$ cat config.mk
export PLATFORM = sky130hd
export DESIGN_NAME = spi_reg_responder
export DESIGN_NICKNAME = d
export VERILOG_FILES = /design/src/rtl/spi_pkg.sv /design/src/rtl/spi_sync_edge.sv /design/src/rtl/spi_reg_responder.sv
export SDC_FILE = /design/constraint.sdc
export NUM_CORES = 2
export LEC_CHECK = 0
export CORE_MARGIN = 1
export CORE_UTILIZATION = 64
export CTS_CLUSTER_SIZE = 20
export DETAILED_ROUTE_END_ITERATION = 8
export MAX_ROUTING_LAYER = met4
export PLACE_DENSITY = 0.8
export SLEW_MARGIN = 15
export SYNTH_ARGS = -nofsm -noshare
export SYNTH_HDL_FRONTEND = slang
export SYNTH_SLANG_ARGS = --single-unit
export TNS_END_PERCENT = 10
$ cat constraint.sdc
create_clock -name CLOCK -period 4.3 [get_ports CLOCK]
set_input_delay 1.29 -clock CLOCK [delete_from_list [all_inputs] [get_ports CLOCK]]
set_output_delay 1.29 -clock CLOCK [all_outputs]
set_load 0.01 [all_outputs]
$ cat src/rtl/spi_pkg.sv
`default_nettype none
// ============================================================================
// Module      : spi_pkg
// Description : Shared SPI definitions: R/W encodings, frame length helper
//               and the frame state enumeration.
// Revision    : 1.0 - initial release
// ============================================================================
package spi_pkg;

    localparam logic SPI_RW_WRITE = 1'b1;
    localparam logic SPI_RW_READ  = 1'b0;

    typedef enum logic [2:0] {
        IDLE = 3'd0,
        CMD  = 3'd1,
        ADDR = 3'd2,
        DATA = 3'd3,
        DONE = 3'd4
    } spi_state_t;

    // Frame length in bits: one R/W bit, then address, then data
    function automatic int spi_frame_len(input int a, input int d);
        return 1 + a + d;
    endfunction

endpackage
`default_nettype wire

$ cat src/rtl/spi_sync_edge.sv
`default_nettype none
// ============================================================================
// Module      : spi_sync_edge
// Description : 2-FF synchronizer followed by an edge-detect stage. The
//               level output is delayed so it lines up with rise/fall.
// Revision    : 1.0 - initial release
// ============================================================================
module spi_sync_edge #(
    parameter logic RESET_VAL = 1'b0
) (
    input  logic CLOCK,
    input  logic RESET,
    input  logic din,
    output logic level,
    output logic rise,
    output logic fall
);

    logic r_meta;
    logic r_sync;
    logic r_dly;
    logic r_rise;
    logic r_fall;

    // Synchronize the pin and register one-cycle edge events
    always_ff @(posedge CLOCK) begin
        if (RESET) begin
            r_meta <= RESET_VAL;
            r_sync <= RESET_VAL;
            r_dly  <= RESET_VAL;
            r_rise <= 1'b0;
            r_fall <= 1'b0;
        end else begin
            r_meta <= din;
            r_sync <= r_meta;
            r_dly  <= r_sync;
            r_rise <= r_sync & ~r_dly;
            r_fall <= ~r_sync & r_dly;
        end
    end

    assign level = r_dly;
    assign rise  = r_rise;
    assign fall  = r_fall;

endmodule
`default_nettype wire

$ cat src/rtl/spi_reg_responder.sv
`default_nettype none
// ============================================================================
// Module      : spi_reg_responder
// Description : Oversampled SPI mode-0 slave owning a 2**A x D register
//               file, with a local read port and a write notification.
// Revision    : 1.0 - initial release
// ============================================================================
module spi_reg_responder
    import spi_pkg::*;
#(
    parameter int A = 8,
    parameter int D = 8
) (
    input  logic         CLOCK,
    input  logic         RESET,
    input  logic         SS,
    input  logic         SCLK,
    input  logic         MOSI,
    output logic         MISO,
    input  logic [A-1:0] RADDR,
    output logic [D-1:0] RDATA,
    output logic         WR_STB,
    output logic [A-1:0] WR_ADDR,
    output logic [D-1:0] WR_DATA,
    output logic         FRAME_ERR
);

    localparam int c_N     = spi_frame_len(A, D);
    localparam int c_CW    = $clog2(c_N + 1);
    localparam int c_DEPTH = 2 ** A;

    logic w_ss_lvl, w_ss_rise, w_ss_fall;
    logic w_sclk_lvl, w_sclk_rise, w_sclk_fall;
    logic w_unused_sclk_lvl;
    logic [2:0] r_mosi_pipe;
    logic w_mosi;

    spi_state_t r_state, w_next;
    logic [c_CW-1:0] r_bitcnt;
    logic            r_rw;
    logic [A-1:0]    r_addr;
    logic [D-1:0]    r_rx;
    logic [D-1:0]    r_tx;
    logic            r_miso;
    logic [D-1:0]    r_regs [c_DEPTH];
    logic [D-1:0]    r_rdata;
    logic            r_wr_stb;
    logic [A-1:0]    r_wr_addr;
    logic [D-1:0]    r_wr_data;
    logic            r_frame_err;
    logic [1:0]      r_flush;
    logic            r_armed;

    logic w_rise, w_fall, w_active;
    logic w_last_addr, w_last_data;
    logic w_start, w_abort, w_commit, w_load_tx, w_tx_shift, w_miso_next;
    logic [A-1:0] w_addr_shift;
    logic [D-1:0] w_rx_shift;

    spi_sync_edge #(.RESET_VAL(1'b1)) u_ss_sync (
        .CLOCK (CLOCK),
        .RESET (RESET),
        .din   (SS),
        .level (w_ss_lvl),
        .rise  (w_ss_rise),
        .fall  (w_ss_fall)
    );

    spi_sync_edge #(.RESET_VAL(1'b0)) u_sclk_sync (
        .CLOCK (CLOCK),
        .RESET (RESET),
        .din   (SCLK),
        .level (w_sclk_lvl),
        .rise  (w_sclk_rise),
        .fall  (w_sclk_fall)
    );

    assign w_unused_sclk_lvl = w_sclk_lvl;

    // MOSI needs only its level, delayed to line up with the SCLK events
    always_ff @(posedge CLOCK) begin
        if (RESET) begin
            r_mosi_pipe <= 3'b000;
        end else begin
            r_mosi_pipe <= {r_mosi_pipe[1:0], MOSI};
        end
    end
    assign w_mosi = r_mosi_pipe[2];

    // An SS rise in the same cycle discards any SCLK event
    assign w_rise       = w_sclk_rise & ~w_ss_rise;
    assign w_fall       = w_sclk_fall & ~w_ss_rise;
    assign w_active     = (r_state == CMD) || (r_state == ADDR) || (r_state == DATA);
    assign w_last_addr  = (r_bitcnt == c_CW'(A));
    assign w_last_data  = (r_bitcnt == c_CW'(c_N - 1));
    assign w_addr_shift = {w_mosi, r_addr[A-1:1]};
    assign w_rx_shift   = {w_mosi, r_rx[D-1:1]};

    // Arm only after the synchronizer has flushed and SS is seen high, so a
    // frame already in progress at reset release is never joined
    always_ff @(posedge CLOCK) begin
        if (RESET) begin
            r_flush <= 2'd0;
            r_armed <= 1'b0;
        end else if (r_flush != 2'd3) begin
            r_flush <= r_flush + 2'd1;
        end else if (w_ss_lvl) begin
            r_armed <= 1'b1;
        end
    end

    // Frame state register
    always_ff @(posedge CLOCK) begin
        if (RESET) begin
            r_state <= IDLE;
        end else begin
            r_state <= w_next;
        end
    end

    // Next-state logic; SS rise takes priority over any SCLK event
    always_comb begin
        w_next = r_state;
        case (r_state)
            IDLE: if (w_ss_fall && r_armed) w_next = CMD;
            CMD: begin
                if (w_ss_rise)   w_next = IDLE;
                else if (w_rise) w_next = ADDR;
            end
            ADDR: begin
                if (w_ss_rise)                  w_next = IDLE;
                else if (w_rise && w_last_addr) w_next = DATA;
            end
            DATA: begin
                if (w_ss_rise)                  w_next = IDLE;
                else if (w_rise && w_last_data) w_next = DONE;
            end
            DONE: if (w_ss_rise) w_next = IDLE;
            default: w_next = IDLE;
        endcase
    end

    // Per-state control strobes and the next MISO value
    always_comb begin
        w_start     = 1'b0;
        w_abort     = 1'b0;
        w_commit    = 1'b0;
        w_load_tx   = 1'b0;
        w_tx_shift  = 1'b0;
        w_miso_next = 1'b0;
        case (r_state)
            IDLE: w_start = w_ss_fall & r_armed;
            CMD:  w_abort = w_ss_rise;
            ADDR: begin
                w_abort   = w_ss_rise;
                w_load_tx = w_rise & w_last_addr & (r_rw == SPI_RW_READ);
            end
            DATA: begin
                w_abort  = w_ss_rise;
                w_commit = w_rise & w_last_data & (r_rw == SPI_RW_WRITE);
                if (r_rw == SPI_RW_READ && !w_ss_rise) begin
                    if (w_fall) begin
                        w_miso_next = r_tx[0];
                        w_tx_shift  = 1'b1;
                    end else begin
                        w_miso_next = r_miso;
                    end
                end
            end
            default: ;
        endcase
    end

    // Bit counter and frame shift registers
    always_ff @(posedge CLOCK) begin
        if (RESET || w_start) begin
            r_bitcnt <= '0;
            r_rw     <= 1'b0;
            r_addr   <= '0;
            r_rx     <= '0;
            r_tx     <= '0;
        end else begin
            if (w_active && w_rise && r_bitcnt != c_CW'(c_N)) r_bitcnt <= r_bitcnt + 1'b1;
            if (r_state == CMD && w_rise)  r_rw   <= w_mosi;
            if (r_state == ADDR && w_rise) r_addr <= w_addr_shift;
            if (r_state == DATA && w_rise && r_rw == SPI_RW_WRITE) r_rx <= w_rx_shift;
            if (w_load_tx)       r_tx <= r_regs[w_addr_shift];
            else if (w_tx_shift) r_tx <= r_tx >> 1;
        end
    end

    // Register file: cleared on reset, written when a write frame completes
    always_ff @(posedge CLOCK) begin
        if (RESET) begin
            for (int i = 0; i < c_DEPTH; i++) r_regs[i] <= '0;
        end else if (w_commit) begin
            r_regs[r_addr] <= w_rx_shift;
        end
    end

    // Registered outputs: local read, write notification, abort flag, MISO
    always_ff @(posedge CLOCK) begin
        if (RESET) begin
            r_rdata     <= '0;
            r_wr_stb    <= 1'b0;
            r_wr_addr   <= '0;
            r_wr_data   <= '0;
            r_frame_err <= 1'b0;
            r_miso      <= 1'b0;
        end else begin
            r_rdata     <= r_regs[RADDR];
            r_wr_stb    <= w_commit;
            r_frame_err <= w_abort;
            r_miso      <= w_miso_next;
            if (w_commit) begin
                r_wr_addr <= r_addr;
                r_wr_data <= w_rx_shift;
            end
        end
    end

    assign MISO      = r_miso;
    assign RDATA     = r_rdata;
    assign WR_STB    = r_wr_stb;
    assign WR_ADDR   = r_wr_addr;
    assign WR_DATA   = r_wr_data;
    assign FRAME_ERR = r_frame_err;

endmodule
`default_nettype wire

# After elaboration in Yosys (flattened, before gate mapping)
# Memory sizes are Yosys's and may differ from the RTL's. A register that Yosys moved wholly into a read port is not among the register bits.
# Index checks and enable logic that the tools add are counted.
classes:
  addsub: 2
  n_mul: 0
  div_mod_pow: 0
  order_cmp: 0
  eq_ne: 13
  shift: 0
  mux: 25
  bitwise_logic: 21
  reduce_logical: 22
ops:
  columns: ["op", "count"]
  rows:
  - ["$mux 8", 4]
  - ["$mux 3", 8]
  - ["$pmux 3 s5", 1]
  - ["$mux 1", 12]
  - ["$and 1x1->1", 11]
  - ["$logic_and 1x1->1", 10]
  - ["$not 1->1", 10]
  - ["$ne 3x2->1 const B", 3]
  - ["$reduce_or 8->1", 1]
  - ["$eq 3x2->1 const B", 2]
  - ["$reduce_or 3->1", 2]
  - ["$add 5x1->5 const B", 1]
  - ["$eq 5x4->1 const B", 1]
  - ["$eq 5x5->1 const B", 1]
  - ["$ne 5x5->1 const B", 1]
  - ["$reduce_and 5->1", 1]
  - ["$ne 2x2->1 const B", 2]
  - ["$eq 3x1->1 const B", 1]
  - ["$eq 3x3->1 const B", 1]
  - ["$logic_not 3->1", 1]
  - ["$logic_or 1x1->1", 3]
  - ["$add 2x1->2 const B", 1]
  - ["$ne 2x1->1 const B", 1]
  - ["$reduce_and 2->1", 1]
  - ["other kinds (3)", 3]
word_totals:
  ff_bits: 68
  latch_bits: 0
  mem_bits_rw: 2048
  romBits: 0
  input_bits: 13
  output_inout_bits: 27
  word_cells: 108
  memories: 1
mem_list:
  columns: ["memory", "depth", "word_bits", "rd", "rd_ports_with_merged_regs", "write_ports", "line", "text"]
  rows:
  - ["r_regs", 256, 8, 2, 1, 256, "spi_reg_responder.sv:45", "logic [D-1:0] r_regs [c_DEPTH];"]

# Longest topological paths before layout
logic_depth:
  ltp_word: 10
  ltp_mapped: 13
  depth_no_buf: 10

# Hierarchy
# A second synthesis with hierarchy kept.
hier_totals:
  cells_unflattened: 7800
  area_unflattened_um2: 114115.7
by_module_without_submodules:
  columns: ["module", "instances", "cells_each", "area_per_inst_um2", "seq_area_each_um2"]
  rows:
  - ["spi_reg_responder", 1, 7780, 113847.9, 62800.2]
  - ["spi_sync_edge", 2, 10, 133.9, 100.1]

# Worst setup path after synthesis
# OpenSTA, ideal clock, no wires.
synth_timing:
  kind: "input to register"
  startpoint: "input RADDR[1]"
  endpoint: "register r_rdata[4], in the netlist RDATA[4] (read register of r_regs)"
  setup_time_ns: 0.138
  arrival_ns: 3.666
  required_time_ns: 4.162
  setup_slack_ns: 0.496
  cell_stages: 10
  path_buffers: 4
  cell_sequence: "clkbuf_1 buf_2 buf_1 buf_1 mux4_2 mux4_2 a22oi_1 nand2_1 a22oi_1 o221ai_1"
synth_rtl:
  columns: ["item", "line", "text"]
  rows:
  - ["start: declaration", "spi_reg_responder.sv:20", "input logic [A-1:0] RADDR,"]
  - ["end: declaration", "spi_reg_responder.sv:46", "logic [D-1:0] r_rdata;"]

# Final worst setup path
layout_timing:
  startpoint: "register r_addr[2]"
  endpoint: "register r_tx[7]"
layout_via:
  elab_chain_cells: 2
layout_lines:
  columns: ["item", "line", "text"]
  rows:
  - ["start: declaration", "spi_reg_responder.sv:41", "logic [A-1:0] r_addr;"]
  - ["start signal: assignment", "spi_reg_responder.sv:185", "if (r_state == ADDR && w_rise) r_addr <= w_addr_shift;"]
  - ["$mem_v2 256x8", null, null]
  - ["$mux 8", "spi_reg_responder.sv:187", "if (w_load_tx) r_tx <= r_regs[w_addr_shift];"]
  - ["end signal: assignment", "spi_reg_responder.sv:187", null]
  - ["end signal: assignment", "spi_reg_responder.sv:188", "else if (w_tx_shift) r_tx <= r_tx >> 1;"]
  - ["end: declaration", "spi_reg_responder.sv:43", "logic [D-1:0] r_tx;"]
# No other way between the ends.
# A chain may end at the register's enable or synchronous reset.

==> key figures <==
Routing
  – Wire length per cell: 43.9 µm
  – 1st-pass router iterations: 9
  – Drt drc: 25
  – Initial DRC count: 18037
  – Final WL: 440 mm
  – ANT nets after route: 0
  – Met2 WL post-DR: 182 mm
  – DR WL met3: 86.1 mm
  – Vias: 81361
  – Met1 Wirelength: 132 mm
  – Vias per Instance: 8.12
  – DR top layer: met4

Critical path
  – Worst r2r dst: r_tx[7]
  – Reg2Reg Depth: 10
  – R2R Setup Slk: -70 ps
  – Slowest library cell on the worst path: dfxtp_4
  – CP Capture Type: flop
  – Critical Path Max Stage Delay: 920 ps
  – Critical Path AT: 5140 ps
  – Crit Path Class: reg2reg
  – Crit path required time: 5070 ps
  – Reg2reg start: r_addr[2]
  – Crit-path cells: buf_4 -> nor2b_2 -> buf_4 -> a221oi_1 -> o21a_1 -> nor4_1 -> buf_4 -> o21ai_0 -> o21ai_0 -> o21ai_0
  – Max FO, Critical Path: 31
  – Startpoint class of the critical path: flop

Min path
  – Hold wc startpoint: u_sclk_sync.level
  – Worst Hold Depth: 1
  – Hold endpoint: u_sclk_sync.rise
  – HP Class: reg2reg

Clock network
  – CTS root buf: clkbuf_16
  – Max H-tree Level: 4
  – Clock Path Buffers: 3
  – Number of CTS-inserted buffers: 215
  – CTS tree: yes
  – Clock Sinks: 2123
  – Post-CTS sizing: 0
  – Post-CTS Repair Setup Buffers: 0
  – Hold Buf Count CTS: 0
  – Clk slew on worst S/H paths: 70 ps
  – Worst-Skew Late Latency: 920 ps

Synth
  – Simple-gate share of the synthesized area: 0.0992
  – Synth Area in Compound Gates: 0.0410
  – Register area share after synthesis: 0.574
  – Synth Flop Type: edfxtp_1
  – Synth area leader: edfxtp_1
  – Xor/xnor share of the synthesized area: 0.000399
  – Syn_nets: 7554
  – Share of the synthesized area in the top cell type: 0.560
  – Largest family of logic cells by synthesized area: multiplexers
  – Mean Syn Cell Area: 14.6 µm²
  – Asr flop ratio synth: 0
  – Seq cells post-synth: 2123
  – Yosys cell types: 87
  – Fraction of the mapped netlist area in adder cells: 0.000456
  – Number of synthesized flops with an enable pin: 2048
  – Area contributors post-synth: edfxtp_1 56%, mux4_2 23%, nor2_1 7.0%, mux2i_1 1.6%, clkbuf_1 1.6%
  – Top cells by count, synth: 2048 x edfxtp_1, 2045 x nor2_1, 1115 x mux4_2, 455 x clkbuf_1, 255 x nand2_1
  – Mapped Cells: 7537
  – Most frequent cell after synthesis: edfxtp_1
  – Post-Syn Area: 0.110 mm²
  – Ys Warns: 0
  – Mux cell area share after synthesis: 0.250

Timing
  – Relative slew slack: 0.102
  – Final hold vios: 0
  – Setup violations, final: 2
  – RSZ-0062 raised after global routing: false
  – Max Slew Vio Count: 0
  – Slew at the pin closest to its max-slew limit: 1340 ps
  – Maximum clock frequency: 0.229 GHz
  – Worst Hold Slack: 416 ps
  – Setup ws final: -67.3 ps
  – Final critical-path share of the clock period: 1.02
  – Final min period: 4370 ps
  – Clock skew: 33.9 ps

Placed design
  – DP Cell Count: 9536
  – Post-DP Area: 0.115 mm²
  – Placer Congestion: 1.09
  – HPWL after detailed placement: 292 mm
  – IO buf count: 39

Floorplanning
  – Floorplan row count: 151
  – Die H: 416 µm
  – Initial Util: 0.647
  – Core area: 0.170 mm²
  – Die footprint: 0.173 mm²
  – Die extent in x: 416 µm
  – # IOs: 40

Global route
  – Initial antenna violation count: 42
  – Gr usage total: 0.526
  – First-pass GRT wire length: 603 mm
  – Vias in the first global route: 76921
  – GRT overflow: 0
  – Largest net degree at the start of global routing: 146

Outcome
  – Failing checks: design-rule violations, negative setup slack
  – Status: finished, violations left

Power
  – Static Leak: 40.1 nW
  – Final total power: 0.0468 W
  – VDD IR-drop max: 0.000404 V
  – Pwr dens: 382 mW/mm²

Finish
  – Fin area: 0.123 mm²
  – Fraction of layout cells with a size suffix above 1: 0.273
  – Final std cells w/o fill: 10015
  – P&R area growth vs syn: 11.6%
  – Final net count: 7553

Job
  – Number of max-cap violations: 0
flip-flops by register name, summed over array words and instances, names as in the netlist, 2 cells and up:
| register | flops |
|---|---|
| RDATA | 8 |
| WR_ADDR | 8 |
| WR_DATA | 8 |
| r_addr | 8 |
| r_bitcnt | 5 |
| r_flush | 2 |
| r_mosi_pipe | 3 |
| r_regs | 2048 |
| r_rx | 7 |
| r_state | 3 |
| r_tx | 8 |
through the flow:
stage / setup WS (ps) / setup TNS (ps) / utilization
after floorplan: 496 / 0 / -
after global placement: -593 / -3080 / 0.678
after detailed placement: -570 / -2660 / 0.678
after CTS: 124 / 0 / 0.721
after global routing: 24.1 / 0 / 0.721
final: -67.3 / -111 / 0.722
layout by cell type, fill, tap and decap left out, drive strengths merged, types with 74 or more instances in the layout:
cell    Yosys  routed
dfxtp      75      75
nand2     256     256
nor2     2050    2050
diode       0      74
a22oi      89      89
mux2i     176     176
clkbuf    459     268
a21o      192     192
clkinv      2      92
edfxtp   2048    2048
buf       345     551
and2      111     111
mux4     1132    1132
power breakdown:
| group | switching, W | internal, W | total [W] |
|---|---|---|---|
| Sequential | 0.000460 | 0.0233 | 0.0237 |
| Clock | 0.00857 | 0.0111 | 0.0197 |
| Combinational | 0.00198 | 0.00144 | 0.00341 |
| Total | 0.0110 | 0.0358 | 0.0468 |
metal layers:
metal | up-vias | global-route usage
li1 | 29196 | -
met1 | 40167 | 0.637
met2 | 9680 | 0.698
met3 | 2318 | 0.248
met4 | 0 | 0.356
met5 | - | -
how the worst max path moves through the flow:
| stage | startpoint | end | slack, ps |
|---|---|---|---|
| after floorplan | RADDR[1] | RDATA[4] | 500 |
| after global placement | RADDR[5] | RDATA[6] | -590 |
| after detailed placement | RADDR[0] | RDATA[3] | -570 |
| after CTS | r_addr[1] | r_tx[6] | 120 |
| after global routing | r_addr[1] | r_tx[7] | 20 |
| final | r_addr[2] | r_tx[7] | -70 |
worst max-delay path, delay by kind of cell (launching register included):
kind	cells	cell delay, ps
buffers and inverters	3	1080
AOI/OAI and AO/OA	5	1060
and+or+nand+nor	2	1080
DFF	1	920
cell type report:
cell class | count | area, µm²
multi-input combinational | 4597 | 43300
antenna | 74 | 185
fill | 10447 | 47300
tap | 2218 | 2780
inverter | 13 | 52.6
clock inverter | 137 | 1500
sequential | 2123 | 63000
timing repair buffer | 586 | 5980
clock buffer | 267 | 5730
cells by family (layout without fill, tap and decap cells):
logic type      Yosys count  after routing
fa+ha+maj                 4              4
flops                  2123           2123
other cells               0             74
simple gates           2649           2649
buf+inv                 817           1003
xor+xnor                  5              5
mux                    1323           1323
compound gates          616            616
(Power assumes the default switching activity.)
